### src/rtl/text_pkg.sv
// Shared types and widths for the text sprite fetch block.
//   ADDR_W : text ROM address width
//   PIX_W  : bits per text pixel
//   DIM_W  : sprite width/height counter width
//   CALC_W : width of the intermediate address sum
//   pix_t  : pixel plus end-of-row / end-of-sprite tags
//   state_t: fetch FSM states
package text_pkg;

  localparam int unsigned ADDR_W = 14;
  localparam int unsigned PIX_W  = 2;
  localparam int unsigned DIM_W  = 6;
  localparam int unsigned CALC_W = 16;

  typedef struct packed {
    logic [PIX_W-1:0] data;
    logic             eol;
    logic             last;
  } pix_t;

  typedef enum logic [1:0] {
    IDLE  = 2'd0,
    FETCH = 2'd1,
    DRAIN = 2'd2
  } state_t;

endpackage

### src/rtl/text_pix_fifo.sv
// Two-entry pixel FIFO between the ROM return path and the pixel stream.
//   Clk, Reset_n : clock, async active-low reset (empties FIFO, zeroes storage)
//   push/push_data : write one tagged pixel
//   pop            : remove head entry (caller guarantees not_empty)
//   head           : current head entry, stable until popped
//   not_empty      : head is valid
//   count          : occupancy 0..2
module text_pix_fifo
  import text_pkg::*;
(
  input  logic       Clk,
  input  logic       Reset_n,
  input  logic       push,
  input  pix_t       push_data,
  input  logic       pop,
  output pix_t       head,
  output logic       not_empty,
  output logic [1:0] count
);

  pix_t       mem_q [2];
  logic       wr_ptr_q;
  logic       rd_ptr_q;
  logic [1:0] cnt_q;

  // Storage and pointers; simultaneous push and pop keep the count.
  always_ff @(posedge Clk or negedge Reset_n) begin
    if (!Reset_n) begin
      mem_q[0] <= '0;
      mem_q[1] <= '0;
      wr_ptr_q <= 1'b0;
      rd_ptr_q <= 1'b0;
      cnt_q    <= 2'd0;
    end else begin
      if (push) begin
        mem_q[wr_ptr_q] <= push_data;
        wr_ptr_q        <= ~wr_ptr_q;
      end
      if (pop) begin
        rd_ptr_q <= ~rd_ptr_q;
      end
      cnt_q <= cnt_q + 2'(push) - 2'(pop);
    end
  end

  assign head      = mem_q[rd_ptr_q];
  assign not_empty = (cnt_q != 2'd0);
  assign count     = cnt_q;

endmodule

### src/rtl/text_sprite_fetch.sv
// Fetches a w x h sprite from the text ROM in row-major order and streams
// its pixels with valid/ready handshake and end-of-row / end-of-sprite tags.
//   Clk, Reset_n          : clock, async active-low reset
//   cmd_valid/cmd_ready   : request handshake (ready only when idle)
//   cmd_base/cmd_w/cmd_h  : top-left ROM address, width, height
//   rom_addr / rom_data   : ROM read port, data one cycle after address
//   pix_valid/pix_ready   : pixel stream handshake
//   pix_data/pix_eol/pix_last : pixel and its tags
//   busy / done / oob     : active, completion pulse, sticky out-of-range
module text_sprite_fetch
  import text_pkg::*;
#(
  parameter int unsigned SHEET_W  = 400,
  parameter int unsigned ROM_LAST = 10000
) (
  input  logic              Clk,
  input  logic              Reset_n,
  input  logic              cmd_valid,
  output logic              cmd_ready,
  input  logic [ADDR_W-1:0] cmd_base,
  input  logic [DIM_W-1:0]  cmd_w,
  input  logic [DIM_W-1:0]  cmd_h,
  output logic [ADDR_W-1:0] rom_addr,
  input  logic [PIX_W-1:0]  rom_data,
  output logic [PIX_W-1:0]  pix_data,
  output logic              pix_valid,
  input  logic              pix_ready,
  output logic              pix_eol,
  output logic              pix_last,
  output logic              busy,
  output logic              done,
  output logic              oob
);

  state_t              state_q;
  state_t              state_nxt;
  logic [ADDR_W-1:0]   base_q;
  logic [DIM_W-1:0]    w_q;
  logic [DIM_W-1:0]    h_q;
  logic [DIM_W-1:0]    col_q;
  logic [DIM_W-1:0]    row_q;
  logic [ADDR_W-1:0]   last_addr_q;
  logic                rd_vld_q;
  logic                rd_eol_q;
  logic                rd_last_q;
  logic                rd_oob_q;
  logic                oob_q;
  logic                done_q;
  logic                busy_q;
  logic                cmd_ready_q;

  logic                accept_c;
  logic                empty_cmd_c;
  logic [CALC_W-1:0]   addr_full_c;
  logic                addr_oob_c;
  logic                col_end_c;
  logic                row_end_c;
  logic                pop_c;
  logic [1:0]          occ_c;
  logic                issue_c;
  logic                final_issue_c;
  logic                last_pop_c;

  pix_t                push_px;
  pix_t                head_px;
  logic                fifo_ne;
  logic [1:0]          fifo_cnt;

  assign accept_c    = (state_q == IDLE) && cmd_valid;
  assign empty_cmd_c = (cmd_w == '0) || (cmd_h == '0);

  // Address of the current col/row; 16 bits covers the largest sum.
  assign addr_full_c = CALC_W'(base_q) + CALC_W'(row_q) * CALC_W'(SHEET_W)
                     + CALC_W'(col_q);
  assign addr_oob_c  = (addr_full_c > CALC_W'(ROM_LAST));
  assign col_end_c   = (col_q == w_q - DIM_W'(1));
  assign row_end_c   = (row_q == h_q - DIM_W'(1));

  assign pop_c      = fifo_ne && pix_ready;
  assign last_pop_c = pop_c && head_px.last;

  // Reads in flight plus buffered pixels, crediting a pixel leaving now,
  // so the FIFO can never be overrun whatever the consumer does.
  assign occ_c = 2'(rd_vld_q) + fifo_cnt - 2'(pop_c);

  // State register.
  always_ff @(posedge Clk or negedge Reset_n) begin
    if (!Reset_n) begin
      state_q <= IDLE;
    end else begin
      state_q <= state_nxt;
    end
  end

  // Next-state logic.
  always_comb begin
    state_nxt = state_q;
    case (state_q)
      IDLE:    if (accept_c && !empty_cmd_c) state_nxt = FETCH;
      FETCH:   if (final_issue_c)            state_nxt = DRAIN;
      DRAIN:   if (last_pop_c)               state_nxt = IDLE;
      default: state_nxt = IDLE;
    endcase
  end

  // Issue decision and ROM address; the address holds when not issuing.
  always_comb begin
    issue_c       = 1'b0;
    final_issue_c = 1'b0;
    rom_addr      = last_addr_q;
    if (state_q == FETCH && occ_c < 2'd2) begin
      issue_c       = 1'b1;
      final_issue_c = col_end_c && row_end_c;
      rom_addr      = addr_full_c[ADDR_W-1:0];
    end
  end

  // Sprite counters, read tracking and status flags.
  always_ff @(posedge Clk or negedge Reset_n) begin
    if (!Reset_n) begin
      base_q      <= '0;
      w_q         <= '0;
      h_q         <= '0;
      col_q       <= '0;
      row_q       <= '0;
      last_addr_q <= '0;
      rd_vld_q    <= 1'b0;
      rd_eol_q    <= 1'b0;
      rd_last_q   <= 1'b0;
      rd_oob_q    <= 1'b0;
      oob_q       <= 1'b0;
      done_q      <= 1'b0;
      busy_q      <= 1'b0;
      cmd_ready_q <= 1'b1;
    end else begin
      if (accept_c) begin
        base_q <= cmd_base;
        w_q    <= cmd_w;
        h_q    <= cmd_h;
        col_q  <= '0;
        row_q  <= '0;
        oob_q  <= 1'b0;
      end else begin
        if (issue_c) begin
          if (col_end_c) begin
            col_q <= '0;
            row_q <= row_q + DIM_W'(1);
          end else begin
            col_q <= col_q + DIM_W'(1);
          end
        end
        if (rd_vld_q && rd_oob_q) begin
          oob_q <= 1'b1;
        end
      end
      if (issue_c) begin
        last_addr_q <= addr_full_c[ADDR_W-1:0];
      end
      rd_vld_q    <= issue_c;
      rd_eol_q    <= col_end_c;
      rd_last_q   <= final_issue_c;
      rd_oob_q    <= addr_oob_c;
      done_q      <= (accept_c && empty_cmd_c) || ((state_q == DRAIN) && last_pop_c);
      busy_q      <= (state_nxt != IDLE);
      cmd_ready_q <= (state_nxt == IDLE);
    end
  end

  // Returning ROM data; out-of-range reads are replaced with zero.
  always_comb begin
    push_px      = '0;
    push_px.data = rd_oob_q ? '0 : rom_data;
    push_px.eol  = rd_eol_q;
    push_px.last = rd_last_q;
  end

  text_pix_fifo u_fifo (
    .Clk       (Clk),
    .Reset_n   (Reset_n),
    .push      (rd_vld_q),
    .push_data (push_px),
    .pop       (pop_c),
    .head      (head_px),
    .not_empty (fifo_ne),
    .count     (fifo_cnt)
  );

  assign pix_valid = fifo_ne;
  assign pix_data  = head_px.data;
  assign pix_eol   = head_px.eol;
  assign pix_last  = head_px.last;
  assign cmd_ready = cmd_ready_q;
  assign busy      = busy_q;
  assign done      = done_q;
  assign oob       = oob_q;

endmodule
### config.mk
export PLATFORM = sky130hd
export DESIGN_NAME = text_sprite_fetch
export DESIGN_NICKNAME = d
export VERILOG_FILES = /design/src/rtl/text_pkg.sv /design/src/rtl/text_pix_fifo.sv /design/src/rtl/text_sprite_fetch.sv
export SDC_FILE = /design/constraint.sdc
export NUM_CORES = 1
export LEC_CHECK = 0
export BUFFER_PORTS_ARGS = -buffer_cell sky130_fd_sc_hd__buf_4
export CAP_MARGIN = 20
export CORE_ASPECT_RATIO = 1.5
export CORE_UTILIZATION = 46
export CTS_CLUSTER_DIAMETER = 40
export DETAILED_ROUTE_END_ITERATION = 10
export PLACE_DENSITY = 0.65
export SETUP_SLACK_MARGIN = 0.02
export SLEW_MARGIN = 20
export SYNTH_ARGS = -nofsm -noshare
export SYNTH_HDL_FRONTEND = slang
export SYNTH_SLANG_ARGS = --single-unit
export TNS_END_PERCENT = 10
### constraint.sdc
create_clock -name Clk -period 7.24 [get_ports Clk]
set_input_delay 1.448 -clock Clk [delete_from_list [all_inputs] [get_ports Clk]]
set_output_delay 1.448 -clock Clk [all_outputs]
set_load 0.03 [all_outputs]
-- Word-level counts from Yosys, hierarchy flattened
Cells that the tools add are included.
- register bits: 74
- input port bits: 32
- output and inout bits: 23
- word-level logic and storage cells: 91
- add/subtract/negate cells: 8
- multiply operators: 1
- order comparisons: 5
- equality and inequality tests: 4
- muxes and demuxes: 22
- bitwise operators: 4
- reductions and logical operators: 23
- operator list (cell ; number):
    6-bit two-way mux ; 6
    14-bit by 15-bit adder with 16-bit output ; 1
    16-bit by 6-bit adder with 16-bit output ; 1
    16-bit by 14-bit > comparator with 1-bit output (second input constant) ; 1
    4-bit two-way mux ; 4
    14-bit two-way mux ; 1
    6-bit by 1-bit adder with 6-bit output (second input constant) ; 2
    6-bit equality test ; 2
    6-bit zero test ; 2
    6-bit by 1-bit subtractor with 6-bit output (second input constant) ; 2
    6-bit by 5-bit multiplier with 11-bit output (second input constant) ; 1
    1-bit logical AND ; 10
    2-bit nonzero test ; 5
    8-bit bitwise mux ; 1
    2-bit two-way mux ; 4
    2-bit one-hot mux with 3 select lines ; 1
    4-bit demux with 1-bit select ; 1
    2-bit >= comparator (second input constant) ; 2
    2-bit zero test ; 2
    1-bit two-way mux ; 4
    1-bit NOT with 2-bit output ; 2
    2-bit by 1-bit adder with 2-bit output ; 1
    2-bit by 1-bit equality test with 1-bit output (second input constant) ; 1
    2-bit equality test (second input constant) ; 1
    7 further kinds ; 9

-- Longest topological paths before layout
Gate-level depths: netlist (run 1).
- depth in word-level cells: 9
- mapped depth: 16
- mapped depth without buffers: 16

-- By module
From an unflattened synthesis (run 1), not the netlist that was laid out.
- cells, all modules: 429
- area total of the unflattened synthesis: 4669.5 µm²
- modules (own cells, without submodules) (module ; instances ; cells each ; area an instance (µm²) ; seq. area each (µm²)):
    text_sprite_fetch ; 1 ; 394 ; 4125.2 ; 1552.7
    text_pix_fifo ; 1 ; 35 ; 544.3 ; 300.3

-- Worst setup path before layout (run 1)
Ideal clock, no wire load.
- path kind: register to output
- start point: reg row_q[1]
- end point: out rom_addr[12]
- data arrival time: 4.103 ns
- required time: 5.792 ns
- setup slack: 1.689 ns
- stages on the path, launching flop included: 15
- path buffers: 1
- cells stage by stage: dfrtp_1 > ha_1 > xor2_1 > ha_1 > ha_1 > a21o_1 > a21oi_1 > xnor2_1 > ha_1 > ha_1 > clkbuf_1 > and4_1 > and2_1 > a32o_1 > o31ai_1
- longest elaborated chain between the ends: 4
- ends and longest elaborated chain (what ; RTL line ; source):
    from (decl) ; text_sprite_fetch.sv:41 ; logic [DIM_W-1:0] row_q;
    from (signal assigned) ; text_sprite_fetch.sv:147 ; row_q <= row_q + DIM_W'(1);
    6-bit by 5-bit multiplier with 11-bit output ; text_sprite_fetch.sv:73 ; assign addr_full_c = CALC_W'(base_q) + CALC_W'(row_q) * CALC_W'(SHEET_W)
    14-bit by 15-bit adder with 16-bit output ; text_sprite_fetch.sv:73 ;
    16-bit by 6-bit adder with 16-bit output ; text_sprite_fetch.sv:74 ; + CALC_W'(col_q);
    14-bit two-way mux ; text_sprite_fetch.sv:111 ; if (state_q == FETCH && occ_c < 2'd2) begin
    to (decl) ; text_sprite_fetch.sv:23 ; output logic [ADDR_W-1:0] rom_addr,
No other way between the ends.

-- Worst setup path in the final report (run 1)
- start point: reg row_q[1]
- end point: out rom_addr[13]
The elaborated chain is that of the path after synthesis.

==> results of run 1 <==
## layout make-up
class,instances,area [um2]
fill,881,4250
multi-input combinational,391,2700
clock buffer,9,225
sequential,74,1850
inverter,24,90.1
clock inverter,7,124
tap,115,144
timing repair buffer,55,413
## logic make-up after synthesis
family / Yosys count
AOI/OAI and AO/OA: 103
xor gates and xnor gates: 31
and+or+nand+nor: 190
adders and majority gates: 57
buffers and inverters: 39
muxes: 10
DFF: 74
## flip-flops by register name, summed over array words and instances, names as in the netlist, 2 cells and up
register	cells
col_q	6
u_fifo.count	2
h_q	6
state_q	2
base_q	14
u_fifo.mem_q	8
w_q	6
last_addr_q	14
row_q	6
## per-layer routing
metal	up-vias	wire length, um	track usage
met5	-	0	0
met4	0	240	0.102
met3	22	319	0.0229
met2	78	5330	0.365
met1	1799	4340	0.254
li1	1875	-	-
## layout by cell type, fill, tap and decap left out, types with 2 or more instances in the layout
cell type	count
or3_1	5
a211o_1	2
a21o_2	2
inv_6	2
a21o_1	7
o22ai_1	3
dfrtp_1	73
nor3_1	8
and3_1	5
nand4b_1	2
buf_4	55
o32ai_1	2
o21a_1	4
a31oi_1	3
ha_1	53
o31ai_1	6
nor4_1	2
o21ai_0	27
a311oi_1	2
or2_2	4
nand2b_1	4
a21oi_1	21
nand3_1	11
nor2_1	18
mux2_2	9
xor2_1	10
or4_1	2
fa_1	4
nor3b_1	2
o211ai_1	6
a41oi_1	2
nor2b_1	3
inv_1	23
xnor2_1	21
a211oi_1	3
bufinv_16	3
nand2_1	112
clkbuf_16	9
and2_1	4
## path summary, 6_finish.rpt
kind	startpoint	end	slack [ns]	depth (start not counted)
hold / removal	last_addr_q[10]	last_addr_q[10]	0.47	2
hold reg to reg	last_addr_q[10]	last_addr_q[10]	0.47	2
setup / recovery	row_q[1]	rom_addr[13]	1.37	15
setup reg to reg	row_q[1]	rd_oob_q	2.97	14
max in group asynchronous	Reset_n	base_q[3]	5.38	1
min in group asynchronous	Reset_n	h_q[2]	1.26	1
## worst reg2reg max path, stage by stage (launching register included)
cell and delay, ns:
dfrtp_1 0.47, ha_1 0.36, xor2_1 0.17, ha_1 0.30, inv_1 0.06, fa_1 0.53, inv_1 0.04, ha_1 0.27
ha_1 0.40, a21oi_1 0.32, o21ai_0 0.17, a311oi_1 0.39, o32ai_1 0.19, a41oi_1 0.27, o211ai_1 0.18
## stage by stage
| step | hold slack (ns) | instance area (um2) |
|---|---|---|
| floorplan | 0.444 | 4690 |
| global placement | 0.456 | 5190 |
| detailed placement | 0.463 | 5190 |
| CTS | 0.478 | 5540 |
| global route | 0.485 | 5550 |
| finish | 0.471 | 5550 |
==> impl_metrics.csv, run 1 <==
group,metric,value,unit
worst_setup_path,worst_setup_path_end_kind,"output port",
floorplan,start_util,0.479,
timing,finalHoldViolCount,0,
run_status,violations,"DRC",
finish,area_delta_synth_final,18.2,%
logic_synthesis,synth_most_common_cell,"nand2_1",
run_status,outcome,"complete, but fails checks",
timing,fin_crit_sh,0.811,
timing,finalSetupTns,0,ns
worst_setup_path,cp_data_arrival_time,4.42,ns
floorplan,fp.dieW,84.5,um
placement,dp.final_hpwl,7570,um
drt,viasPerCell,5.59,
finish,final_cells,675,
drt,remaining_drc_errors,6,
timing,rsz0062_at_grt,"no",
global_routing,antenna_found_initial,0,
floorplan,core,0.00980,mm2
global_routing,grt_overflow,0,
logic_synthesis,synth_xor_area_frac,0.0578,
logic_synthesis,synthCells,504,
floorplan,io-pin-count,55,
clock_tree,clock_path_buffers,2,
timing,skew,0.00493,ns
finish,num-nets-final,644,
global_routing,grt_max_degree,75,
logic_synthesis,synth_fp_nets,593,
worst_setup_path,cp-start-kind,"register",
logic_synthesis,synth.area.mux_share,0.0237,
drt,drt_iter0_drc,220,
drt,ant_nets,0,
worst_setup_path,path_class,"register to output port",
timing,setup_ws,1.37,ns
logic_synthesis,ys.flop_type,"dfrtp_1",
logic_synthesis,yosysTopAreaCellShare,0.389,
worst_setup_path,worstPathBufferInverterCount,3,
clock_tree,cts_buffers,9,
floorplan,die_area,0.0106,mm2
run,cap_violations,0,
worst_setup_path,critPathTopFamily,"adder cells",
clock_tree,clkSinkCount,74,
timing,tightest_slew,0.928,ns
clock_tree,insertion_delay,0.33,ns
logic_synthesis,synth_compound_area_frac,0.149,
timing,max_freq,170,MHz
logic_synthesis,yosys.area_share.simple,0.185,
clock_tree,holdBufCountCts,0,
placement,dp_slack,1.69,ns
logic_synthesis,ys_seq_elements,74,
logic_synthesis,synth_common_cells,"nand2_1, dfrtp_1, ha_1",
placement,gp_congestion,0.852,
timing,slew_headroom,0.382,
timing,setup_viol,0,
logic_synthesis,synth-adder-area-share,0.158,
worst_setup_path,slowest_delay,0.53,ns
drt,wl_per_cell,15.2,um
logic_synthesis,async_flop_share,1.00,
clock_tree,path_clk_slew,0.06,ns
worst_setup_path,critPathRequiredTime,5.79,ns
logic_synthesis,yosys_warnings,0,
drt,dr.pass1.iters,10,
logic_synthesis,synth.distinct_cells,61,
logic_synthesis,synth_top_family_by_area,"simple AND/OR/NAND/NOR gates",
logic_synthesis,synth_top_area_cell,"dfrtp_1",
logic_synthesis,syn_area_per_cell,9.31,um2
global_routing,grt_usage,0.208,
timing,min_period,5.87,ns
logic_synthesis,synth-edff-count,0,
clock_tree,ctsRootBufferMaster,"clkbuf_16",
timing,slew_viol_final,0,
finish,drive_above_1_share,0.168,
drt,drt_wl_total,10200,um
drt,vias,3774,
placement,place_inst,659,
worst_setup_path,cp_max_fo,7,
logic_synthesis,seq_area_frac_synth,0.395,
clock_tree,cts_tree,"built",
finish,diodes,0,
clock_tree,post-cts-setup-buffers,0,
clock_tree,ctsResizeCount,0,
logic_synthesis,netlist_area,0.00469,mm2
worst_setup_path,crit_slowest_cell,"fa_1",
finish,utilization,0.566,
placement,io_buffers,54,
logic_synthesis,synthTopCellsByArea,"dfrtp_1, ha_1, nand2_1",
floorplan,row_count,44,
worst_setup_path,worstPathCellList,"ha_1, xor2_1, ha_1, inv_1, fa_1, inv_1, ha_1, ha_1, a211oi_1, nand2_1, a21oi_1, o21ai_0, xnor2_1, o21ai_0, buf_4",
clock_tree,htreeDepth,3,
global_routing,grt_first_pass_wirelength,17700,um
hold_path,hp-class,"register to register",
global_routing,first_global_vias,3811,
worst_setup_path,critPathMostFrequentCell,"ha_1",
floorplan,die_y,126,um
Power of run 1 is left out: the tool's default activity adds up to more than one toggle a clock period on the data nets, which glitch-free logic cannot reach.
==> run 2: changes to the inputs <==
--- a/config.mk
+++ b/config.mk
@@ -11,7 +11,7 @@
 export CORE_UTILIZATION = 46
 export CTS_CLUSTER_DIAMETER = 40
 export DETAILED_ROUTE_END_ITERATION = 10
-export PLACE_DENSITY = 0.65
+export PLACE_DENSITY = 0.68
 export SETUP_SLACK_MARGIN = 0.02
 export SLEW_MARGIN = 20
 export SYNTH_ARGS = -nofsm -noshare
==> constraint.sdc (replaced) <==
create_clock -name Clk -period 5.3 [get_ports Clk]
set_input_delay 1.06 -clock Clk [delete_from_list [all_inputs] [get_ports Clk]]
set_output_delay 1.06 -clock Clk [all_outputs]
set_load 0.03 [all_outputs]
==> run 2 against run 1 <==
The run still ends with DRC left. Non-clock buffer count up 3. Register-to-register slack worse by 1.8 ns. Design area up 0.95%. Critical endpoint is now rom_addr[12].
==> impl_metrics.csv, run 2 (synthesis gave the netlist of run 1 again) <==
group,metric,value,unit
floorplan,core,0.00980,mm2
timing,min_period,5.16,ns
timing,setup_viol,0,
floorplan,die_area,0.0106,mm2
clock_tree,path_clk_slew,0.05,ns
timing,hold_ws,0.477,ns
run,cap_violations,0,
finish,num-nets-final,647,
clock_tree,holdBufCountCts,0,
finish,layout_common_cells,"nand2_1, dfrtp_1, buf_4",
global_routing,grt_first_pass_wirelength,18100,um
timing,tightest_slew,1.04,ns
drt,wl_per_cell,15.8,um
power,internal_power,2.22,mW
drt,ant_nets,0,
worst_setup_path,r2r_setup_slack,1.15,ns
timing,finalHoldViolCount,0,
finish,diodes,0,
floorplan,fp.dieW,84.5,um
drt,drt_iter0_drc,124,
drt,dr.pass1.iters,9,
timing,fin_crit_sh,0.973,
power,pwr-share-clk,0.157,
finish,fillers,875,
worst_setup_path,cp_max_fo,9,
floorplan,row_count,44,
placement,dp.final_hpwl,7940,um
worst_setup_path,critPathRequiredTime,4.24,ns
drt,remaining_drc_errors,6,
clock_tree,insertion_delay,0.34,ns
power,peakVddDrop,0.600,mV
global_routing,antenna_found_initial,0,
clock_tree,htreeDepth,3,
power,power_frac_comb,0.606,
timing,skew,0.00687,ns
power,p_switching,1.98,mW
worst_setup_path,worst-r2r-cell-count,14,
worst_setup_path,worst_setup_path_end_kind,"output port",
drt,viasPerCell,5.61,
clock_tree,clock_path_buffers,2,
drt,drt_wl_total,10700,um
clock_tree,clkSinkCount,74,
floorplan,die_y,126,um
placement,io_buffers,54,
drt,vias,3805,
timing,finalSetupTns,0,ns
global_routing,grt_max_degree,75,
clock_tree,cts_tree,"built",
global_routing,first_global_vias,3894,
floorplan,io-pin-count,55,
power,swShare,0.471,
timing,rsz0062_at_grt,"yes",
worst_setup_path,cp-start-kind,"register",
global_routing,grt_overflow,0,
finish,area_delta_synth_final,19.3,%
worst_setup_path,cp_data_arrival_time,4.10,ns
floorplan,start_util,0.479,
finish,top_regs,"base_q x14, last_addr_q x14, u_fifo.mem_q x8",
worst_setup_path,path_class,"register to output port",
power,leakagePower,2.84,nW
power,total_power,4.19,mW
clock_tree,ctsRootBufferMaster,"clkbuf_16",
power,powerDensity,748,mW/mm2
timing,max_freq,194,MHz
finish,drive_above_1_share,0.188,
run_status,outcome,"complete, but fails checks",
hold_path,holdPathStages,2,
timing,slew_viol_final,0,
global_routing,grt_usage,0.214,
finish,final_common_cell,"nand2_1",
timing,slew_headroom,0.306,
power,sequentialPowerShare,0.238,
hold_path,hp-class,"register to register",
placement,gp_congestion,0.881,
clock_tree,cts_buffers,9,
run_status,violations,"DRC",
[run 2: power groups by stage]
stage / Combinational [mW] / Clock [mW] / Sequential (mW)
floorplan: 1.80 / 0 / 0.966
global placement: 2.46 / 0 / 1.00
detailed placement: 2.50 / 0 / 1.01
CTS: 2.53 / 0.671 / 0.999
global route: 2.79 / 0.688 / 1.03
finish: 2.54 / 0.657 / 0.996
[run 2: timing repair]
action,CTS,global route
gates resized for setup,6,10
setup buffers,0,1
pin swaps,0,2
setup endpoints to repair,3,3
[run 2: per-stage QoR]
step,instance area [um2],utilization,instances,worst slack (ns)
3_3_place_gp,5210,0.532,661,0.370
5_1_grt,5600,0.572,678,-0.104
4_1_cts,5550,0.566,677,0.0326
3_5_place_dp,5210,0.532,661,0.260
6_report,5600,0.572,678,0.144
2_1_floorplan,4690,-,504,0.137
[run 2: layout make-up]
type                       count  area [um2]  area share
clock buffer                  12         246      0.0440
clock inverter                 4        73.8      0.0132
inverter                      24        90.1      0.0161
multi-input combinational    391        2760       0.492
sequential                    74        1860       0.331
tap                          115         144      0.0257
timing repair buffer          58         435      0.0777
[run 2: final timing paths]
check	endpoint	start
setup / recovery	rom_addr[12]	row_q[1]
hold / removal	last_addr_q[12]	last_addr_q[12]
setup reg to reg	rd_oob_q	row_q[1]
hold reg to reg	last_addr_q[12]	last_addr_q[12]
max in group asynchronous	row_q[1]	Reset_n
min in group asynchronous	base_q[13]	Reset_n
[run 2: worst max-delay path, stage by stage (launching register included)]
cell and delay (ns):
dfrtp_2 0.45, ha_1 0.33, xor2_1 0.17, ha_1 0.30, ha_1 0.30, a21o_1 0.17
a21oi_2 0.18, xnor2_1 0.15, ha_1 0.29, ha_4 0.29, and4_1 0.22, and2_1 0.16
a32o_1 0.31, o31ai_2 0.23, buf_4 0.20
[run 2: metal layers]
layer	GRT usage	routed length, um
met5	0	0
met4	0.0957	269
met3	0.0262	332
met2	0.393	5750
met1	0.247	4340
(Power assumes the default switching activity.)
==> run 3: changes to the inputs <==
--- a/config.mk
+++ b/config.mk
@@ -11,7 +11,7 @@
 export CORE_UTILIZATION = 46
 export CTS_CLUSTER_DIAMETER = 40
 export DETAILED_ROUTE_END_ITERATION = 10
-export PLACE_DENSITY = 0.68
+export PLACE_DENSITY = 0.75
 export SETUP_SLACK_MARGIN = 0.02
 export SLEW_MARGIN = 20
 export SYNTH_ARGS = -nofsm -noshare
==> run 3 against run 2 <==
The run still ends with DRC left. Worst setup slack got worse by 0.018 ns. Global-route usage down 0.35 points. First-iteration DRC count is 140% higher. Clock skew is 0.0014 ns lower. Core utilization is 0.051 points higher. Largest cell class unchanged. Die area did not move. Maximum frequency decreased by 0.36%. Count of clock-buffer cells in the layout shrank 1. Wire length down 1.7%.
==> impl_metrics.csv, run 3 (synthesis gave the netlist of run 1 again) <==
group,metric,value,unit
run_status,outcome,"complete, but fails checks",
run_status,violations,"DRC",
global_routing,antenna_found_initial,0,
drt,remaining_drc_errors,12,
timing,fin_crit_sh,0.976,
finish,utilization,0.572,
clock_tree,cts_tree,"built",
drt,dr.pass1.iters,7,
finish,seq_area,0.00186,mm2
placement,io_buffers,54,
global_routing,met3_usage,0.0485,
clock_tree,ctsRootBufferMaster,"clkbuf_16",
worst_setup_path,path_class,"register to output port",
worst_setup_path,cp-start-kind,"register",
clock_tree,clkSinkCount,74,
hold_path,hold_end,"u_fifo.mem_q[6]",
floorplan,die_area,0.0106,mm2
timing,slew_viol_final,0,
placement,dp.final_hpwl,7490,um
run,cap_violations,0,
floorplan,row_count,44,
worst_setup_path,r2r_setup_slack,1.23,ns
worst_setup_path,r2r-end,"rd_oob_q",
clock_tree,path_clk_slew,0.06,ns
placement,gp_congestion,0.878,
worst_setup_path,critPathMostFrequentCell,"ha_1",
finish,num-nets-final,647,
worst_setup_path,path_depth,14,
worst_setup_path,cp_max_fo,9,
finish,top_regs,"base_q x14, last_addr_q x14, u_fifo.mem_q x8",
timing,setup_viol,0,
drt,drt_wl_total,10500,um
global_routing,grt_max_degree,75,
timing,max_freq,193,MHz
timing,finalHoldViolCount,0,
timing,skew,0.00552,ns
global_routing,grt.busiest_layer,"met2",
drt,viasPerCell,5.63,
global_routing,first_global_vias,3954,
finish,final_common_cell,"nand2_1",
hold_path,hp-class,"register to register",
finish,drive_above_1_share,0.194,
clock_tree,holdBufCountCts,0,
clock_tree,insertion_delay,0.34,ns
drt,ant_nets,0,
clock_tree,clock_path_buffers,2,
clock_tree,cts_buffers,9,
worst_setup_path,worstPathCellList,"ha_1, xor2_1, ha_1, ha_1, a21o_1, a21oi_2, xnor2_1, ha_1, ha_4, and4_1, and2_1, a32o_1, o31ai_2, buf_4",
global_routing,met1_usage,0.239,
worst_setup_path,worstPathBufferInverterCount,1,
worst_setup_path,slowest_delay,0.45,ns
finish,area_delta_synth_final,19.4,%
worst_setup_path,rr_startpoint,"row_q[1]",
finish,layout_common_cells,"nand2_1, dfrtp_1, buf_4",
floorplan,io-pin-count,55,
worst_setup_path,worst-r2r-cell-count,15,
finish,diodes,0,
finish,multi_input_area,0.00279,mm2
worst_setup_path,critPathTopFamily,"adder cells",
hold_path,holdPathStages,2,
timing,tightest_slew,0.993,ns
drt,wl_per_cell,15.5,um
finish,final_cells,677,
worst_setup_path,critPathRequiredTime,4.24,ns
floorplan,core,0.00980,mm2
drt,vias,3811,
floorplan,fp.dieW,84.5,um
timing,min_period,5.17,ns
timing,rsz0062_at_grt,"yes",
global_routing,grt_overflow,0,
floorplan,start_util,0.479,
hold_path,hold_start,"u_fifo.mem_q[6]",
clock_tree,htreeDepth,3,
worst_setup_path,cp_data_arrival_time,4.11,ns
worst_setup_path,worst_setup_path_end_kind,"output port",
worst_setup_path,crit_slowest_cell,"dfrtp_2",
floorplan,die_y,126,um
timing,slew_headroom,0.336,
global_routing,met2_usage,0.375,
placement,place_inst,661,
global_routing,grt_first_pass_wirelength,17900,um
drt,drt_iter0_drc,302,
finish,fillers,856,
global_routing,grt_usage,0.211,
[run 3: changes by cell type in the layout (fill, tap and decap cells not counted), sizes merged]
cell | before | now
bufinv | 2 | 1
clkbuf | 12 | 11
clkinvlp | 0 | 1
[run 3: area by class of cell]
type,instances,area share
clock buffer,11,0.0433
clock inverter,4,0.00915
inverter,24,0.0161
multi-input combinational,391,0.497
sequential,74,0.331
tap,115,0.0257
timing repair buffer,58,0.0777
[run 3: tightest hold or removal path: stages (launching register included)]
cell,delay [ns]
dfrtp_1,0.33
nand2_1,0.04
o21ai_0,0.06
[run 3: repair_timing]
item                       CTS  global route
gates resized for setup      7            16
buffers inserted             0             1
pin swaps                    1             2
setup endpoints to repair    3             3
[run 3: per-layer routing]
metal	vias up	routed length, um
li1	1874	-
met1	1809	4190
met2	107	5550
met3	21	537
met4	0	229
met5	-	0
[run 3: how the worst max path moves through the flow]
stage	from	endpoint	slack, ns
2_1_floorplan	row_q[1]	rom_addr[12]	0.14
3_3_place_gp	row_q[1]	rom_addr[12]	0.41
3_5_place_dp	row_q[1]	rom_addr[12]	0.25
4_1_cts	row_q[1]	rom_addr[12]	0.03
5_1_grt	row_q[1]	rom_addr[12]	-0.05
6_report	row_q[1]	rom_addr[12]	0.13
[run 3: per-stage QoR]
stage	hold WS, ns	setup WS [ns]	TNS, ns	cell area (um2)
4_1_cts	0.478	0.0266	0	5520
3_5_place_dp	0.463	0.249	0	5210
3_3_place_gp	0.455	0.412	0	5210
5_1_grt	0.484	-0.0529	-0.0529	5610
2_1_floorplan	0.444	0.137	0	4690
6_report	0.472	0.125	0	5610
Power of run 3 is left out for the same reason.
